==> src/rtl/muldiv_ctrl_pkg.sv <==
// Shared definitions for the multiply/divide sequencer: FSM state codes,
// E-stage operation codes and the divide-by-zero quotient constant.
package muldiv_ctrl_pkg;

    typedef enum logic [1:0] {
        MD_IDLE = 2'b00,
        MD_RUN  = 2'b01,
        MD_FIX  = 2'b10
    } md_state_e;

    typedef enum logic [1:0] {
        MD_NONE = 2'b00,
        MD_MULT = 2'b01,
        MD_DIV  = 2'b10,
        MD_RSVD = 2'b11
    } md_op_e;

    localparam int unsigned MD_MAX_WIDTH = 64;

    // Quotient written to LO on divide by zero; truncated to the operand width.
    localparam logic [MD_MAX_WIDTH-1:0] MD_DIV0_LO = '1;

endpackage

==> src/rtl/muldiv_datapath.sv <==
// Iterative multiply/divide datapath.
// Holds the 2W+1-bit shift-add accumulator, the W+1-bit restoring-divide
// remainder, the shifting dividend/quotient and the latched result signs.
// Produces the sign-corrected HI/LO result combinationally for the FSM to commit.
// Ports: load (latch operands), step (one iteration), div_op/sgn (op kind at
// load), a/b (operands), cnt (remaining iterations), rest_zero_c (multiplier
// bits still to be consumed are all zero), res_hi_c/res_lo_c (final result).
// MULDIV_EARLY_OUT_EN: aligns the product by cnt when multiply exits early.
module muldiv_datapath
    import muldiv_ctrl_pkg::*;
#(
    parameter int unsigned WIDTH = 32,
    parameter int unsigned CW    = $clog2(WIDTH)
) (
    input  logic             clk,
    input  logic             reset_n,
    input  logic             load,
    input  logic             step,
    input  logic             div_op,
    input  logic             sgn,
    input  logic [WIDTH-1:0] a,
    input  logic [WIDTH-1:0] b,
    input  logic [CW-1:0]    cnt,
    output logic             rest_zero_c,
    output logic [WIDTH-1:0] res_hi_c,
    output logic [WIDTH-1:0] res_lo_c
);

    localparam int unsigned AW = 2 * WIDTH + 1;

    logic [AW-1:0]      acc;
    logic [WIDTH-1:0]   opnd;     // multiplicand for mult, divisor for div
    logic [WIDTH:0]     rem;
    logic [WIDTH-1:0]   quo;
    logic               div_q;
    logic               neg_q;    // negate product / quotient
    logic               neg_r;    // negate remainder
    logic               div0;

    logic [WIDTH-1:0]   a_mag;
    logic [WIDTH-1:0]   b_mag;
    logic [WIDTH:0]     upper_sum;
    logic [AW-1:0]      acc_nxt;
    logic [WIDTH:0]     shifted;
    logic [WIDTH+1:0]   diff;
    logic [WIDTH-1:0]   rest;
    logic [2*WIDTH-1:0] prod;
    logic [2*WIDTH-1:0] prod_fix;
    logic [WIDTH-1:0]   q_fix;
    logic [WIDTH-1:0]   r_mag;
    logic [WIDTH-1:0]   r_fix;

    assign a_mag = (sgn && a[WIDTH-1]) ? -a : a;
    assign b_mag = (sgn && b[WIDTH-1]) ? -b : b;

    // One shift-add multiply iteration; the upper half keeps its carry bit.
    assign upper_sum = acc[0] ? (acc[AW-1:WIDTH] + (WIDTH+1)'(opnd)) : acc[AW-1:WIDTH];
    assign acc_nxt   = {1'b0, upper_sum, acc[WIDTH-1:1]};

    // One restoring-divide iteration; diff MSB is the borrow.
    assign shifted = {rem[WIDTH-1:0], quo[WIDTH-1]};
    assign diff    = {1'b0, shifted} - (WIDTH+2)'(opnd);

    // Multiplier bits left after the current step occupy the low cnt bits of acc>>1.
    assign rest        = (acc[WIDTH-1:0] >> 1) & ((WIDTH'(1) << cnt) - WIDTH'(1));
    assign rest_zero_c = !div_q && (rest == '0);

    // Operand latch and iteration registers.
    always_ff @(posedge clk or negedge reset_n) begin
        if (!reset_n) begin
            acc   <= '0;
            opnd  <= '0;
            rem   <= '0;
            quo   <= '0;
            div_q <= 1'b0;
            neg_q <= 1'b0;
            neg_r <= 1'b0;
            div0  <= 1'b0;
        end else if (load) begin
            acc   <= AW'(b_mag);
            opnd  <= div_op ? b_mag : a_mag;
            rem   <= '0;
            quo   <= a_mag;
            div_q <= div_op;
            neg_q <= sgn && (a[WIDTH-1] ^ b[WIDTH-1]);
            neg_r <= sgn && a[WIDTH-1];
            div0  <= div_op && (b == '0);
        end else if (step) begin
            if (div_q) begin
                if (diff[WIDTH+1]) begin
                    rem <= shifted;
                    quo <= {quo[WIDTH-2:0], 1'b0};
                end else begin
                    rem <= diff[WIDTH:0];
                    quo <= {quo[WIDTH-2:0], 1'b1};
                end
            end else begin
                acc <= acc_nxt;
            end
        end
    end

`ifdef MULDIV_EARLY_OUT_EN
    // Skipped iterations would only have shifted right; do them all at once.
    assign prod = acc[2*WIDTH-1:0] >> cnt;
`else
    assign prod = acc[2*WIDTH-1:0];
`endif

    // Sign correction; divide by zero forces the all-ones quotient.
    assign prod_fix = neg_q ? -prod : prod;
    assign q_fix    = div0 ? WIDTH'(MD_DIV0_LO) : (neg_q ? -quo : quo);
    assign r_mag    = WIDTH'(rem);
    assign r_fix    = neg_r ? -r_mag : r_mag;

    assign res_hi_c = div_q ? r_fix : prod_fix[2*WIDTH-1:WIDTH];
    assign res_lo_c = div_q ? q_fix : prod_fix[WIDTH-1:0];

endmodule

==> src/rtl/muldiv_ctrl.sv <==
// Multi-cycle multiply/divide sequencer owning HI/LO, issued from the E stage.
// Ports: clk, reset_n (async active-low); sig_md_op_e/sig_signed_e select
// mult/div and signedness; sig_mthi_e/sig_mtlo_e write src_a_e to HI/LO;
// flush_e masks all E-stage inputs; src_a_e/src_b_e operands; sig_hilo_d flags
// a HI/LO user in D. Outputs hi, lo, busy (op in flight) and stall_md_d
// (busy && sig_hilo_d, combinational).
// MULDIV_EARLY_OUT_EN: multiply leaves RUN once remaining multiplier bits are 0.
module muldiv_ctrl
    import muldiv_ctrl_pkg::*;
#(
    parameter int unsigned WIDTH = 32
) (
    input  logic             clk,
    input  logic             reset_n,
    input  logic [1:0]       sig_md_op_e,
    input  logic             sig_signed_e,
    input  logic             sig_mthi_e,
    input  logic             sig_mtlo_e,
    input  logic             flush_e,
    input  logic [WIDTH-1:0] src_a_e,
    input  logic [WIDTH-1:0] src_b_e,
    input  logic             sig_hilo_d,
    output logic [WIDTH-1:0] hi,
    output logic [WIDTH-1:0] lo,
    output logic             busy,
    output logic             stall_md_d
);

    localparam int unsigned CW = $clog2(WIDTH);

`ifdef MULDIV_EARLY_OUT_EN
    localparam logic EARLY_OUT = 1'b1;
`else
    localparam logic EARLY_OUT = 1'b0;
`endif

    md_state_e        state;
    md_state_e        state_nxt;
    logic [CW-1:0]    cnt;
    logic [CW-1:0]    cnt_nxt;
    logic             start_c;
    logic             load_c;
    logic             step_c;
    logic             fix_c;
    logic             run_done_c;
    logic             mthi_c;
    logic             mtlo_c;
    logic             rest_zero_c;
    logic [WIDTH-1:0] res_hi_c;
    logic [WIDTH-1:0] res_lo_c;

    muldiv_datapath #(
        .WIDTH (WIDTH),
        .CW    (CW)
    ) u_datapath (
        .clk         (clk),
        .reset_n     (reset_n),
        .load        (load_c),
        .step        (step_c),
        .div_op      (sig_md_op_e == MD_DIV),
        .sgn         (sig_signed_e),
        .a           (src_a_e),
        .b           (src_b_e),
        .cnt         (cnt),
        .rest_zero_c (rest_zero_c),
        .res_hi_c    (res_hi_c),
        .res_lo_c    (res_lo_c)
    );

    // State, counter and busy registers.
    always_ff @(posedge clk or negedge reset_n) begin
        if (!reset_n) begin
            state <= MD_IDLE;
            cnt   <= '0;
            busy  <= 1'b0;
        end else begin
            state <= state_nxt;
            cnt   <= cnt_nxt;
            busy  <= (state_nxt != MD_IDLE);
        end
    end

    // Next state and datapath strobes; mt writes lose to a simultaneous start.
    always_comb begin
        state_nxt  = state;
        cnt_nxt    = cnt;
        load_c     = 1'b0;
        step_c     = 1'b0;
        fix_c      = 1'b0;
        start_c    = ((sig_md_op_e == MD_MULT) || (sig_md_op_e == MD_DIV)) && !flush_e;
        run_done_c = (cnt == '0) || (EARLY_OUT && rest_zero_c);
        mthi_c     = (state == MD_IDLE) && sig_mthi_e && !flush_e && !start_c;
        mtlo_c     = (state == MD_IDLE) && sig_mtlo_e && !flush_e && !start_c;
        case (state)
            MD_IDLE: begin
                if (start_c) begin
                    load_c    = 1'b1;
                    cnt_nxt   = CW'(WIDTH - 1);
                    state_nxt = MD_RUN;
                end
            end
            MD_RUN: begin
                step_c = 1'b1;
                if (run_done_c) begin
                    state_nxt = MD_FIX;
                end else begin
                    cnt_nxt = cnt - CW'(1);
                end
            end
            MD_FIX: begin
                fix_c     = 1'b1;
                state_nxt = MD_IDLE;
            end
            default: state_nxt = MD_IDLE;
        endcase
    end

    // HI/LO: committed result in FIX, otherwise direct moves while idle.
    always_ff @(posedge clk or negedge reset_n) begin
        if (!reset_n) begin
            hi <= '0;
            lo <= '0;
        end else if (fix_c) begin
            hi <= res_hi_c;
            lo <= res_lo_c;
        end else begin
            if (mthi_c) hi <= src_a_e;
            if (mtlo_c) lo <= src_a_e;
        end
    end

    assign stall_md_d = busy && sig_hilo_d;

endmodule
==> config.mk <==
export PLATFORM = sky130hd
export DESIGN_NAME = muldiv_ctrl
export DESIGN_NICKNAME = d
export VERILOG_FILES = /design/src/rtl/muldiv_ctrl_pkg.sv /design/src/rtl/muldiv_datapath.sv /design/src/rtl/muldiv_ctrl.sv
export SDC_FILE = /design/constraint.sdc
export NUM_CORES = 1
export LEC_CHECK = 0
export ABC_AREA = 0
export CORE_ASPECT_RATIO = 1.5
export CORE_MARGIN = 5
export CORE_UTILIZATION = 55
export DETAILED_ROUTE_END_ITERATION = 16
export GPL_ROUTABILITY_DRIVEN = 0
export PLACE_DENSITY = 0.83
export REMOVE_ABC_BUFFERS = 1
export SKIP_CTS_REPAIR_TIMING = 1
export SYNTH_ARGS = -nofsm -noshare
export SYNTH_HDL_FRONTEND = slang
export SYNTH_SLANG_ARGS = --single-unit
==> constraint.sdc <==
create_clock -name clk -period 3.3 [get_ports clk]
set_input_delay 0.33 -clock clk [delete_from_list [all_inputs] [get_ports clk]]
set_output_delay 0.33 -clock clk [all_outputs]
set_load 0.1 [all_outputs]
### Word-level counts from Yosys, hierarchy flattened

Cells that the tools add are included.

* output and inout bits: 66
* word-level logic and storage cells: 91
* register bits: 237
* input bits: 73

* add/sub/neg operators: 8
* equality and inequality tests: 7
* bitwise gates (word level): 1
* reductions and logical operators: 27
* mux-type cells: 35

Operator list (number)
* $mux W32: 19
* $mux W65: 3
* $neg A32 Y32: 4
* $mux W64: 1
* $neg A64 Y64: 1
* $sub A33 B32 Y34: 1
* $add A33 B32 Y33: 1
* $mux W33: 1
* $logic_not A32 Y1: 1
* $logic_and A1 B1 Y1: 12
* $reduce_bool A2 Y1: 6
* $mux W5: 2
* $pmux W5 S2: 1
* $ne A2 B2 Y1 const B: 3
* $logic_not A5 Y1: 1
* $mux W1: 5
* $sub A5 B1 Y5 const B: 1
* $eq A2 B1 Y1 const B: 2
* $eq A2 B2 Y1 const B: 2
* $mux W2: 2
* $pmux W2 S2: 1
* $reduce_and A2 Y1: 2
* $reduce_and A3 Y1: 1
* $logic_not A1 Y1: 2
* 3 further kinds: 3

### Longest topological paths before layout

* depth after elaboration: 7
* mapped depth: 14
* mapped depth without buffers: 12

### Modules after synthesis

Synthesis repeated with hierarchy kept, for this count alone.

* cell total of the unflattened synthesis: 2397
* area total of the unflattened synthesis: 19393.6 sq um

By module, submodules not included
* muldiv_datapath: area each 15997.8 sq um, instances 1, sequential area each 4103.9 sq um, cells each 2137
* muldiv_ctrl: area each 3395.8 sq um, instances 1, sequential area each 1801.7 sq um, cells each 260

### Worst setup path after synthesis

No wires, ideal clock.

* path kind: register to register
* from: register u_datapath.acc[19]
* to: register hi[25]
* buffers on the path: 0
* arrival: 3.335 ns
* setup slack: -0.146 ns
* required time: 3.189 ns
* library setup time: 0.111 ns
* clock period less this slack: 3.446 ns
* stages on the path, launching flop included: 10
* cells stage by stage: dfrtp_1 -> or4_4 -> or4b_4 -> nor4_4 -> nand2_1 -> or3_4 -> or4_4 -> o41ai_2 -> xor2_1 -> a222oi_1

* longest elaborated chain between the ends: 4

RTL lines
* start: declaration: line muldiv_datapath.sv:31 `logic [AW-1:0] acc;`
* start signal: assignment: line muldiv_datapath.sv:80 `acc <= AW'(b_mag);`
* start signal: assignment: line muldiv_datapath.sv:98 `acc <= acc_nxt;`
* $neg A64 Y64: line muldiv_datapath.sv:111 `assign prod_fix = neg_q ? -prod : prod;`
* $mux W64: line muldiv_datapath.sv:111
* $mux W32: line muldiv_datapath.sv:116 `assign res_hi_c = div_q ? r_fix : prod_fix[2*WIDTH-1:WIDTH];`
* $mux W32: line muldiv_ctrl.sv:123 `end else if (fix_c) begin`
* end signal: assignment: line muldiv_ctrl.sv:124 `hi <= res_hi_c;`
* end signal: assignment: line muldiv_ctrl.sv:127 `if (mthi_c) hi <= src_a_e;`
* end: declaration: line muldiv_ctrl.sv:23 `output logic [WIDTH-1:0] hi,`

Every way passes these cells.
A chain may end at the register's enable or synchronous reset.

### Final worst setup path

Same ends and word-level chain as after synthesis.

==> metrics.txt <==
status finished, violations left; violated checks negative setup slack; Initial Utilization 0.5575; CP Launch Type flip-flop; Min-Delay Path Class input port to async pin; Synth area leader dfrtp_1; Pwr per Cell Area ~1200 mW/mm²; Clk Latency, worst-skew pair around 0.54 ns; max-cap violation count 0; synth top area cells dfrtp_1 (32%), xnor2_1 (6.4%), o21ai_0 (6.0%); fmax 291.8 MHz; Synth top cells by count nand2_1 (243), dfrtp_1 (236), o21ai_0 (219), a21oi_1 (145), xnor2_1 (134); r2r endpoint hi[25]$_DFFE_PN0P_; post-synthesis compound-gate area fraction 0.2510; Seq/Total Area, Yosys 0.3236; # rows 81; Core ar. between 0.03 and 0.04 mm²; CTS tree done; # setup viols final 3; Setup WS post-layout -0.1274 ns; total CTS buffers 23; Port Buffers roughly 140; CTS Sinks roughly 240; CP Capture Type flip-flop; ys flop type dfrtp_1; Avg Cell Area, Syn about 8.3 µm²; XOR/XNOR Fraction of Synth Area 0.1070; Crit. Startpoint u_datapath.acc[19]$_DFFE_PN0P_; vias in the first global route 18790; Total Routing Usage GR 0.3453; Total Power between 20000 and 30000 µW; Post-Synth Simple-Gate Area 0.1719; worst path arrival time ~3.9 ns; Fillers between 2000 and 2500; combinational family with the most area after synthesis compound AO/OA/AOI/OAI gates; Max-slew headroom 0.3063; clk buf depth 3; first-pass GRT wire length 103200 µm; CTS H-tree lvls 1; reg2reg setup slack -0.13 ns; clock skew ~0.016 ns; Synth Cell Area around 0.018 mm²; Vias/cell between 6 and 7; Die X 158.7 µm; Worst-path clk slew around 0.070 ns; routed via count 19400; DRT iter0 DRCs 2245; EDFF count, synth 0; worst vdd ir approximately 0.58 mV; Root Buffer clkbuf_16; origin of the critical flop-to-flop path u_datapath.acc[19]$_DFFE_PN0P_; detailed-router iteration count before antenna repair 6; FF+latch count, synth between 200 and 250; most common cell in the netlist nand2_1; Worst Setup EP hi[25]$_DFFE_PN0P_; Worst R2R Path Depth 9; largest net degree at the start of global routing 90; final critical-path share of the clock period 1.039; Setup CP Type flip-flop to flip-flop; ANT cells 0; Area growth, synth to finish 22.77%; mux share of post-synthesis cell area 0.05176; routed wire length around 67000 µm; Required @ worst endpoint approximately 3.7 ns; Final HPWL DP about 50000 µm; GRT busiest layer met2; post-route DRC violation count 0; met3 usage 0.06178; post-synth top area share 0.3236; share of cells above drive strength 1 0.1375; Adder-Cell Fraction of Synth Area 0.05087; Worst-Margin Slew around 1.0 ns; leak pwr around 0.0092 µW; Fin. Hold Viols 0; Max FO, Critical Path 2; Period minus WS final 3.427 ns; setup tns final -0.2716 ns; RSZ-0062 raised after global routing yes; GR Util met2 0.5963; Gate Count Post-Synth about 2200; drt wl/cell about 23 µm; GRT Residual Overflow 0; GR Layer Usage met1 0.3849; die area 0.03700 mm²; die height around 230 µm; Nets between 2000 and 3000; max-slew violations 0; initial antenna violation count 0; async set-reset flop share out of synthesis 1.000; post-synthesis cell type count 75; Setup WS pre-CTS -0.3455 ns; DRT antenna net count 0; IO Count around 140; final core utilization 0.6845; total number of yosys warnings 0
## worst max-delay path, stage by stage (launching register included)
cell and delay, ns:
dfrtp_1 0.39, or4_4 0.54, or4b_4 0.58, nor4_4 0.24
nand2_1 0.12, or3_4 0.35, or4_4 0.46, o41ai_4 0.23
xor2_1 0.10, a222oi_1 0.31
## cell type report
| type | instances | area (µm²) | share of cell area |
|---|---|---|---|
| clock inverters | 8 | 120.1 | 0.005360 |
| well taps | 415 | 519.2 | 0.02317 |
| repair buffers | 350 | 3090 | 0.1379 |
| flip-flops and latches | 236 | 5908 | 0.2637 |
| inverters | 71 | 266.5 | 0.01189 |
| clock buffers | 31 | 665.6 | 0.02971 |
| multi-input cells | 1747 | 11840 | 0.5283 |
## metal layers
layer  vias up  wire [µm]
li1       8560          -
met1      9170      22350
met2      1269      32200
met3       400       6517
met4         0       5853
met5         -          0
## layout by cell type, fill, tap and decap left out, types with 16 or more instances in the layout
cell	count
nand2_1	240
dfrtp_1	234
o21ai_0	215
buf_4	203
a21oi_1	142
clkdlybuf4s50_1	136
xnor2_1	132
nor2_1	108
xor2_1	89
mux2i_1	73
ha_1	70
inv_1	69
a22oi_1	58
o211ai_1	50
nor3_1	46
nand4_1	38
o31ai_1	35
nand3_1	33
o221ai_1	31
or3_1	30
a21o_1	29
nand2b_1	25
clkbuf_16	23
a211oi_1	21
mux2_2	19
o41ai_1	17
and3_1	16
## flip-flops by register name (all words and copies together), names as in the netlist, 2 cells and up
| name | cells |
|---|---|
| u_datapath.opnd | 32 |
| u_datapath.quo | 32 |
| hi | 32 |
| cnt | 5 |
| u_datapath.acc | 64 |
| lo | 32 |
| u_datapath.rem | 32 |
| state | 2 |
## through the flow
stage          instance area [µm²]  hold WS (ns)  cells
4_1_cts                      22100       -0.1616   2851
6_report                     22410        0.3657   2858
3_3_place_gp                 21320        0.3829   2812
2_1_floorplan                17720       0.03441   2054
3_5_place_dp                 21320        0.3893   2812
5_1_grt                      22410        0.4656   2858
## where the power goes
part | switching, µW | internal (µW) | leakage [µW]
combinational | 11700 | 6800 | 0.00589
clock | 1210 | 1640 | 0.000383
sequential | 1500 | 4230 | 0.00292
## cell families after synthesis
group                    count (synthesis)
AO/OA/AOI/OAI                          716
AND/OR/NAND/NOR                        643
flip-flops                             236
XOR/XNOR                               223
buffers and inverters                  208
multiplexers                            92
adder cells (fa/ha/maj)                 73
## how the worst min path moves through the flow
stage / to / cells past startpoint
6_report: u_datapath.rem[2]$_DFFE_PN0P_ / 2
2_1_floorplan: busy$_DFF_PN0_ / 0
5_1_grt: u_datapath.rem[2]$_DFFE_PN0P_ / 2
3_5_place_dp: u_datapath.rem[4]$_DFFE_PN0P_ / 1
4_1_cts: u_datapath.rem[2]$_DFFE_PN0P_ / 1
3_3_place_gp: u_datapath.rem[3]$_DFFE_PN0P_ / 1
Power figures use the tool's default switching activity.
